**src/rtl/mips_ctrl_pkg.sv**
```systemverilog
// mips_ctrl_pkg: opcode/funct constants, ALU op codes and control FSM types
package mips_ctrl_pkg;

    localparam logic [5:0] OP_RTYPE = 6'h00;
    localparam logic [5:0] OP_J     = 6'h02;
    localparam logic [5:0] OP_BEQ   = 6'h04;
    localparam logic [5:0] OP_BNE   = 6'h05;
    localparam logic [5:0] OP_BLT   = 6'h06;
    localparam logic [5:0] OP_BGT   = 6'h07;
    localparam logic [5:0] OP_ADDI  = 6'h08;
    localparam logic [5:0] OP_ANDI  = 6'h0C;
    localparam logic [5:0] OP_ORI   = 6'h0D;
    localparam logic [5:0] OP_LW    = 6'h23;
    localparam logic [5:0] OP_SW    = 6'h2B;

    localparam logic [5:0] FN_SLL  = 6'h00;
    localparam logic [5:0] FN_SRL  = 6'h02;
    localparam logic [5:0] FN_MULT = 6'h18;
    localparam logic [5:0] FN_DIV  = 6'h1A;
    localparam logic [5:0] FN_ADD  = 6'h20;
    localparam logic [5:0] FN_SUB  = 6'h22;
    localparam logic [5:0] FN_AND  = 6'h24;
    localparam logic [5:0] FN_OR   = 6'h25;
    localparam logic [5:0] FN_NOT  = 6'h27;
    localparam logic [5:0] FN_SLT  = 6'h2A;
    localparam logic [5:0] FN_SGT  = 6'h2B;
    localparam logic [5:0] FN_SLET = 6'h2C;
    localparam logic [5:0] FN_SGET = 6'h2D;
    localparam logic [5:0] FN_SET  = 6'h2E;
    localparam logic [5:0] FN_SDT  = 6'h2F;

    localparam logic [3:0] ALU_AND = 4'd0;
    localparam logic [3:0] ALU_OR  = 4'd1;
    localparam logic [3:0] ALU_ADD = 4'd2;
    localparam logic [3:0] ALU_SUB = 4'd3;
    localparam logic [3:0] ALU_LT  = 4'd4;
    localparam logic [3:0] ALU_GT  = 4'd5;
    localparam logic [3:0] ALU_NOT = 4'd6;
    localparam logic [3:0] ALU_MUL = 4'd7;
    localparam logic [3:0] ALU_DIV = 4'd8;
    localparam logic [3:0] ALU_SLL = 4'd9;
    localparam logic [3:0] ALU_SRL = 4'd10;
    localparam logic [3:0] ALU_LE  = 4'd11;
    localparam logic [3:0] ALU_GE  = 4'd12;
    localparam logic [3:0] ALU_EQ  = 4'd13;
    localparam logic [3:0] ALU_NE  = 4'd14;

    typedef enum logic [3:0] {
        S_IDLE, S_FETCH, S_DECODE, S_MEMADR, S_MEMRD, S_MEMWB, S_MEMWR,
        S_RTEX, S_RTWB, S_ITEX, S_ITWB, S_BRANCH, S_JUMP
    } state_e;

    typedef enum logic [2:0] {C_LW, C_SW, C_RT, C_IT, C_BR, C_J} cls_e;

endpackage

```
**src/rtl/mips_multicycle_control_alu_op_decode.sv**
```systemverilog
// alu_op_decode: opcode/funct to ALU op, branch sense, instruction class and legality
module alu_op_decode
    import mips_ctrl_pkg::*;
(
    input  logic [5:0] opcode_i,
    input  logic [5:0] funct_i,
    output logic [3:0] ex_op_o,
    output logic       brz_o,
    output cls_e       cls_o,
    output logic       legal_o
);

    // brz_o is the Zero value that makes a branch taken (1 only for beq)
    always_comb begin
        ex_op_o = ALU_ADD;
        brz_o   = 1'b0;
        cls_o   = C_RT;
        legal_o = 1'b1;
        case (opcode_i)
            OP_RTYPE: begin
                case (funct_i)
                    FN_AND:  ex_op_o = ALU_AND;
                    FN_OR:   ex_op_o = ALU_OR;
                    FN_ADD:  ex_op_o = ALU_ADD;
                    FN_SUB:  ex_op_o = ALU_SUB;
                    FN_SLT:  ex_op_o = ALU_LT;
                    FN_SGT:  ex_op_o = ALU_GT;
                    FN_NOT:  ex_op_o = ALU_NOT;
                    FN_MULT: ex_op_o = ALU_MUL;
                    FN_DIV:  ex_op_o = ALU_DIV;
                    FN_SLL:  ex_op_o = ALU_SLL;
                    FN_SRL:  ex_op_o = ALU_SRL;
                    FN_SLET: ex_op_o = ALU_LE;
                    FN_SGET: ex_op_o = ALU_GE;
                    FN_SET:  ex_op_o = ALU_EQ;
                    FN_SDT:  ex_op_o = ALU_NE;
                    default: legal_o = 1'b0;
                endcase
            end
            OP_LW:   cls_o = C_LW;
            OP_SW:   cls_o = C_SW;
            OP_BEQ:  begin cls_o = C_BR; ex_op_o = ALU_SUB; brz_o = 1'b1; end
            OP_BNE:  begin cls_o = C_BR; ex_op_o = ALU_SUB; end
            OP_BLT:  begin cls_o = C_BR; ex_op_o = ALU_LT; end
            OP_BGT:  begin cls_o = C_BR; ex_op_o = ALU_GT; end
            OP_ADDI: cls_o = C_IT;
            OP_ANDI: begin cls_o = C_IT; ex_op_o = ALU_AND; end
            OP_ORI:  begin cls_o = C_IT; ex_op_o = ALU_OR; end
            OP_J:    cls_o = C_J;
            default: legal_o = 1'b0;
        endcase
    end

endmodule

```
**src/rtl/mips_multicycle_control.sv**
```systemverilog
// mips_multicycle_control: multicycle MIPS control FSM driving the shared ALU and memory strobes
module mips_multicycle_control
    import mips_ctrl_pkg::*;
#(
    parameter int CONTROL_WIDTH = 4
)(
    input  logic                     clk,
    input  logic                     rst,
    input  logic [5:0]               opcode_i,
    input  logic [5:0]               funct_i,
    input  logic                     zero_i,
    input  logic                     mem_ready_i,
    output logic [CONTROL_WIDTH-1:0] alu_ctrl_o,
    output logic                     alu_src_a_o,
    output logic [1:0]               alu_src_b_o,
    output logic                     imm_zext_o,
    output logic                     iord_o,
    output logic                     mem_read_o,
    output logic                     mem_write_o,
    output logic                     ir_write_o,
    output logic                     reg_write_o,
    output logic                     pc_write_o,
    output logic                     reg_dst_o,
    output logic                     mem_to_reg_o,
    output logic [1:0]               pc_src_o,
    output logic                     illegal_o,
    output logic [3:0]               state_dbg_o
);

    state_e     state_q, state_d;
    logic [3:0] ex_op_q, ex_op;
    logic       brz_q, brz, legal;
    cls_e       cls_q, cls;

    alu_op_decode u_dec (
        .opcode_i (opcode_i),
        .funct_i  (funct_i),
        .ex_op_o  (ex_op),
        .brz_o    (brz),
        .cls_o    (cls),
        .legal_o  (legal)
    );

    // State register; decode results are captured only in DECODE so IR may change afterwards
    always_ff @(posedge clk or posedge rst) begin
        if (rst) begin
            state_q <= S_IDLE;
            ex_op_q <= ALU_ADD;
            brz_q   <= 1'b0;
            cls_q   <= C_RT;
        end else begin
            state_q <= state_d;
            if (state_q == S_DECODE) begin
                ex_op_q <= ex_op;
                brz_q   <= brz;
                cls_q   <= cls;
            end
        end
    end

    // Next-state logic; memory states hold until mem_ready_i
    always_comb begin
        state_d = S_FETCH;
        case (state_q)
            S_FETCH:  state_d = mem_ready_i ? S_DECODE : S_FETCH;
            S_DECODE: state_d = !legal ? S_FETCH :
                                (cls == C_LW || cls == C_SW) ? S_MEMADR :
                                cls == C_RT ? S_RTEX :
                                cls == C_IT ? S_ITEX :
                                cls == C_BR ? S_BRANCH : S_JUMP;
            S_MEMADR: state_d = cls_q == C_SW ? S_MEMWR : S_MEMRD;
            S_MEMRD:  state_d = mem_ready_i ? S_MEMWB : S_MEMRD;
            S_MEMWR:  state_d = mem_ready_i ? S_FETCH : S_MEMWR;
            S_RTEX:   state_d = S_RTWB;
            S_ITEX:   state_d = S_ITWB;
            default:  state_d = S_FETCH;
        endcase
    end

    // Moore output decode; FETCH ir/pc writes and BRANCH pc write are gated combinationally
    always_comb begin
        alu_ctrl_o   = CONTROL_WIDTH'(ALU_ADD);
        alu_src_a_o  = 1'b0;
        alu_src_b_o  = 2'd0;
        imm_zext_o   = 1'b0;
        iord_o       = 1'b0;
        mem_read_o   = 1'b0;
        mem_write_o  = 1'b0;
        ir_write_o   = 1'b0;
        reg_write_o  = 1'b0;
        pc_write_o   = 1'b0;
        reg_dst_o    = 1'b0;
        mem_to_reg_o = 1'b0;
        pc_src_o     = 2'd0;
        illegal_o    = 1'b0;
        case (state_q)
            S_FETCH: begin
                mem_read_o  = 1'b1;
                alu_src_b_o = 2'd1;
                ir_write_o  = mem_ready_i;
                pc_write_o  = mem_ready_i;
            end
            S_DECODE: begin
                alu_src_b_o = 2'd3;
                illegal_o   = !legal;
            end
            S_MEMADR: begin
                alu_src_a_o = 1'b1;
                alu_src_b_o = 2'd2;
            end
            S_MEMRD: begin
                iord_o     = 1'b1;
                mem_read_o = 1'b1;
            end
            S_MEMWB: begin
                reg_write_o  = 1'b1;
                mem_to_reg_o = 1'b1;
            end
            S_MEMWR: begin
                iord_o      = 1'b1;
                mem_write_o = 1'b1;
            end
            S_RTEX: begin
                alu_src_a_o = 1'b1;
                alu_ctrl_o  = CONTROL_WIDTH'(ex_op_q);
            end
            S_RTWB: begin
                reg_write_o = 1'b1;
                reg_dst_o   = 1'b1;
            end
            S_ITEX: begin
                alu_src_a_o = 1'b1;
                alu_src_b_o = 2'd2;
                imm_zext_o  = ex_op_q != ALU_ADD;
                alu_ctrl_o  = CONTROL_WIDTH'(ex_op_q);
            end
            S_ITWB:   reg_write_o = 1'b1;
            S_BRANCH: begin
                alu_src_a_o = 1'b1;
                alu_ctrl_o  = CONTROL_WIDTH'(ex_op_q);
                pc_src_o    = 2'd1;
                pc_write_o  = zero_i == brz_q;
            end
            S_JUMP: begin
                pc_src_o   = 2'd2;
                pc_write_o = 1'b1;
            end
            default: ;
        endcase
    end

    assign state_dbg_o = state_q;

endmodule

```
**config.mk**
```make
export PLATFORM = sky130hd
export DESIGN_NAME = mips_multicycle_control
export DESIGN_NICKNAME = d
export VERILOG_FILES = /design/src/rtl/mips_ctrl_pkg.sv /design/src/rtl/mips_multicycle_control_alu_op_decode.sv /design/src/rtl/mips_multicycle_control.sv
export SDC_FILE = /design/constraint.sdc
export NUM_CORES = 1
export LEC_CHECK = 0
export ABC_AREA = 1
export BUFFER_PORTS_ARGS = -buffer_cell sky130_fd_sc_hd__buf_4
export CAP_MARGIN = 20
export CORE_MARGIN = 5
export CORE_UTILIZATION = 50
export CTS_CLUSTER_SIZE = 10
export DETAILED_ROUTE_END_ITERATION = 8
export MAX_ROUTING_LAYER = met4
export PLACE_DENSITY = 0.79
export SYNTH_ARGS = -nofsm -noshare
export SYNTH_HDL_FRONTEND = slang
export SYNTH_HIERARCHICAL = 1
export SYNTH_SLANG_ARGS = --single-unit
```
**constraint.sdc**
```tcl
create_clock -name clk -period 1.5 [get_ports clk]
set_input_delay 0.375 -clock clk [delete_from_list [all_inputs] [get_ports clk]]
set_output_delay 0.375 -clock clk [all_outputs]
set_load 0.02 [all_outputs]
```
==> out/metrics.cfg, run 1 <==
[synthesis]
ys_seq_elements = 12
synth_cell_types = 22
synthArstFlopShare = 1.000
yosysWarnings = 6
synthFlopType = dfrtp_1
synth_cells = 223
synthesis.nets = 239
seq_area_frac_synth = 0.2510
netlist_area_sq_um = 1206
syn_area_per_cell_sq_um = 5.409
synth_top_area_cell = nand2_1
yosysTopAreaCellShare = 0.2334
synth_edf_count = 0
synthTopCellsByArea = nand2_1, dfrtp_1, nor2_1

[clock_tree]
clockRootBuffer = clkbuf_4
cts_inserted_buffers = 3
numClockSinks = 12
clk_path_buf_depth = 2
htreeDepth = 1

[outcome]
firstError = [ERROR DPL-0038] Utilization greater than 100%, impossible to legalize
status = did not finish
stop_stage = global routing (5_1_grt)

[place]
placement.io_buffers = 38
place_area_sq_um = 1849
place_ws_ns = -0.3018
gp_congestion = 0.9042
post-dp-hpwl_mm = 2.935

[die]
die_y_microns = 59.12
fp.dieW_microns = 59.12
fp-row-count = 17
initial_utilization = 0.5350
io_pins = 39

[sta]
crit_endpoint = illegal_o
endpoint_type = output port

[global_routing]
grt_max_degree = 13

-- per-stage QoR --
| step | hold WS, ns | instances |
|---|---|---|
| 2_1_floorplan | 0.2380 | 223 |
| 3_3_place_gp | 0.4020 | 324 |
| 3_5_place_dp | 0.4109 | 324 |
| 4_1_cts | 0.1140 | 341 |
-- Yosys cell counts, types with 2 or more instances --
cell / instances
a31oi_1: 2
o21ai_1: 3
dfstp_2: 2
o22ai_1: 2
inv_2: 4
inv_1: 37
dfrtp_1: 10
nand3_1: 17
o211ai_1: 2
nand2_1: 75
nor3_1: 4
nand4_1: 4
nor2_2: 7
o21ai_0: 7
a21oi_1: 2
nand2_2: 2
nor2_1: 38
-- kinds of logic after synthesis --
| family | count (synthesis) | share of synthesized area |
|---|---|---|
| buf+inv | 43 | 0.1348 |
| flops | 12 | 0.2510 |
| compound gates | 18 | 0.08297 |
| xor+xnor | 1 | 0.007263 |
| simple gates | 149 | 0.5239 |
-- repair_timing --
item	CTS
setup buffers	19
resized for setup	60
hold buffers	0
pin swaps	21
setup endpoints to repair	21
==> inputs of run 2 (changes only) <==
--- a/config.mk
+++ b/config.mk
@@ -8,12 +8,10 @@
 export ABC_AREA = 1
 export BUFFER_PORTS_ARGS = -buffer_cell sky130_fd_sc_hd__buf_4
 export CAP_MARGIN = 20
-export CORE_MARGIN = 5
-export CORE_UTILIZATION = 50
-export CTS_CLUSTER_SIZE = 10
+export CORE_AREA = 5 5 66 68
 export DETAILED_ROUTE_END_ITERATION = 8
-export MAX_ROUTING_LAYER = met4
-export PLACE_DENSITY = 0.79
+export DIE_AREA = 0 0 71 73
+export PLACE_DENSITY_LB_ADDON = 0.15
 export SYNTH_ARGS = -nofsm -noshare
 export SYNTH_HDL_FRONTEND = slang
 export SYNTH_HIERARCHICAL = 1
==> run 2 against run 1 <==
  * The flow now finishes, with violations (setup timing)
  * Synthesized cell count stayed put
  * Area after synthesis unchanged
==> out/metrics.cfg, run 2 <==
[synthesis]
syn_area_per_cell_sq_um = 5.409  ; unchanged
synth_top_area_cell = nand2_1
ys_seq_elements = 12  ; unchanged
synth_most_common_cell = nand2_1
synth_edf_count = 0  ; unchanged
synthFlopType = dfrtp_1
yosysTopAreaCellShare = 0.2334  ; unchanged
seq_area_frac_synth = 0.2510  ; unchanged
netlist_area_sq_um = 1206  ; unchanged
synthTopCellsByCount = nand2_1, nor2_1, inv_1, nand3_1, dfrtp_1
synthTopCellsByArea = nand2_1, dfrtp_1, nor2_1
yosysWarnings = 6  ; unchanged
synth_cell_types = 22  ; unchanged
synthesis.nets = 239  ; unchanged
synthArstFlopShare = 1.000  ; unchanged
synth_cells = 223  ; unchanged

[sta]
setup_viol = 19
clock_skew_ns = 0.0005938
fin_crit_ns = 1.778
hold_ws_ns = 0.1381
rsz0062_at_grt = yes
hold_violations = 0
worstMarginPinSlew_ns = 0.4456
finalWorstSetupSlack_ns = -0.2783
fin_crit_sh = 1.186
fmax_mhz = 562.3
finalMaxSlewViolations = 0
slew_headroom = 0.7026

[clock_tree]
cts_tree = yes
cts_hold_buf = 0  ; unchanged
cts_inserted_buffers = 3  ; unchanged
numClockSinks = 12  ; unchanged
htreeDepth = 1  ; unchanged
clockRootBuffer = clkbuf_8
clk_path_buf_depth = 2  ; unchanged
path_clk_slew_ns = 0.05
clock_latency_ns = 0.24

[outcome]
violations = setup timing
status = finished with violations

[die]
initial_utilization = 0.3175  ; -0.2174
die_y_microns = 73  ; +23%
core_sq_um = 3799
dieArea_sq_um = 5183
io_pins = 39  ; unchanged
fp.dieW_microns = 71  ; +20%
fp-row-count = 23  ; +6

[drt]
drc = 0
avgViaCountPerCell = 4.621
wire_per_inst_microns = 11.44
finalWirelength_mm = 4.311
drt-pass1-iter-count = 5
drtIter0Drc = 62
vias = 1742
ant_nets = 0

[global_routing]
grt_max_degree = 13
grt-ovfl-total = 0
antenna_found_initial = 0
grt_pass1_vias = 1750
grt.total_usage = 0.1694
grt_pass1_wl_mm = 7.141

[cells_and_area]
nNetsFinal = 344
final_common_cell = buf_4
stdcell_count = 377
area_growth_pct = 112.2
drive_gt1_frac = 0.6177
n_antenna_cell = 0
final_cell_mix = buf_4, nand2_1, buf_6
post-route-util = 0.6739

[place]
placement.io_buffers = 38  ; unchanged
place_inst = 356  ; +9.9%
post-dp-hpwl_mm = 3.083  ; +5.0%
gp_congestion = 0.8488  ; -6.1%

[setup_path]
slowest_stage = dfrtp_2
cpLargestDelayFamily = buffers and inverters
critPathBufInv = 4
end_kind = primary output
cp.depth = 6
critical_path_class = reg -> out
crit_path_frequent_cell = buf_6
startpoint_type = register
crit_fanout = 4
crit_chain = inv_2 > buf_6 > buf_6 > nand4_1 > o211ai_1 > buf_4
reg2regPathDepth = 9
worstPathRequired_ns = 1.12
crit_arrival_ns = 1.40
slowest_delay_ns = 0.45

[power_and_ir_drop]
total_power_uw = 3034
leakagePower_uw = 0.001380
irDropWorstVdd_mv = 0.4238
p_per_area_nw_per_um2 = 1185

[job]
maxCapViolations = 0

[worst_hold_path]
hold_class = in -> async

-- run 2: cell counts after synthesis --
No cell type changed its count.
-- run 2: worst register-to-register path, stage by stage, from the launching register on --
cell and delay (ns):
dfrtp_2 0.45, inv_2 0.10, nand2_4 0.07, nor2_4 0.15
nor2_4 0.07, buf_4 0.13, buf_4 0.12, buf_4 0.12
nand3_1 0.06, nand2_1 0.05
-- run 2: path summary, 6_finish.rpt --
path | startpoint | endpoint | slack (ns)
max | state_dbg_o[1]$_DFF_PP0_ | pc_write_o | -0.28
min | rst | ex_op_q[2]$_DFFE_PP0P_ | 0.14
max reg2reg | state_dbg_o[2]$_DFF_PP0_ | state_dbg_o[0]$_DFF_PP0_ | 0.07
min reg2reg | cls_q[1]$_DFFE_PP1P_ | cls_q[1]$_DFFE_PP1P_ | 0.47
max in group asynchronous | rst | cls_q[1]$_DFFE_PP1P_ | 1.03
min in group clk | mem_ready_i | state_dbg_o[1]$_DFF_PP0_ | 0.45
-- run 2: stage by stage --
step | instance area, sq um | setup WS [ns] | setup TNS (ns)
after floorplan | 1264 | -0.02746 | -0.03821
after global placement | 1952 | -0.3489 | -1.667
after detailed placement | 1952 | -0.3436 | -1.677
after CTS | 2452 | -0.2522 | -3.363
after global routing | 2560 | -0.3402 | -5.058
final | 2560 | -0.2783 | -3.720
-- run 2: metal layers --
metal	global-route usage	wire, microns	share of wire
met5	0	0	0
met3	0.02342	194	0.045
met4	0.09186	142	0.033
met2	0.3110	2298	0.53
met1	0.1880	1676	0.39
-- run 2: cells by family after synthesis --
logic type / Yosys count / synth area share
buffers and inverters: 43 / 0.1348
AO/OA/AOI/OAI: 18 / 0.08297
AND/OR/NAND/NOR: 149 / 0.5239
XOR/XNOR: 1 / 0.007263
flip-flops: 12 / 0.2510
-- run 2: repair_timing --
| action | in CTS | in global routing |
|---|---|---|
| buffers inserted | 21 | 5 |
| pin swaps | 31 | 23 |
| gates resized for setup | 97 | 36 |
| setup endpoints to repair | 21 | 26 |
| gates cloned | 0 | 0 |
-- run 2: cell type report --
type	instances	area (sq um)
Clock buffer	4	55.05
Fill cell	341	1239
Inverter	42	175.2
Multi-Input combinational cell	168	1049
Sequential cell	12	307.8
Tap cell	50	62.56
Timing Repair Buffer	101	910.9
-- run 2: report_power, final --
part / switching (uW) / internal, uW / leakage, uW / total, uW
Sequential: 167 / 486 / 0.000149 / 653
Combinational: 1090 / 933 / 0.00120 / 2030
Clock: 122 / 232 / 0.0000288 / 354
(Power assumes the default switching activity.)
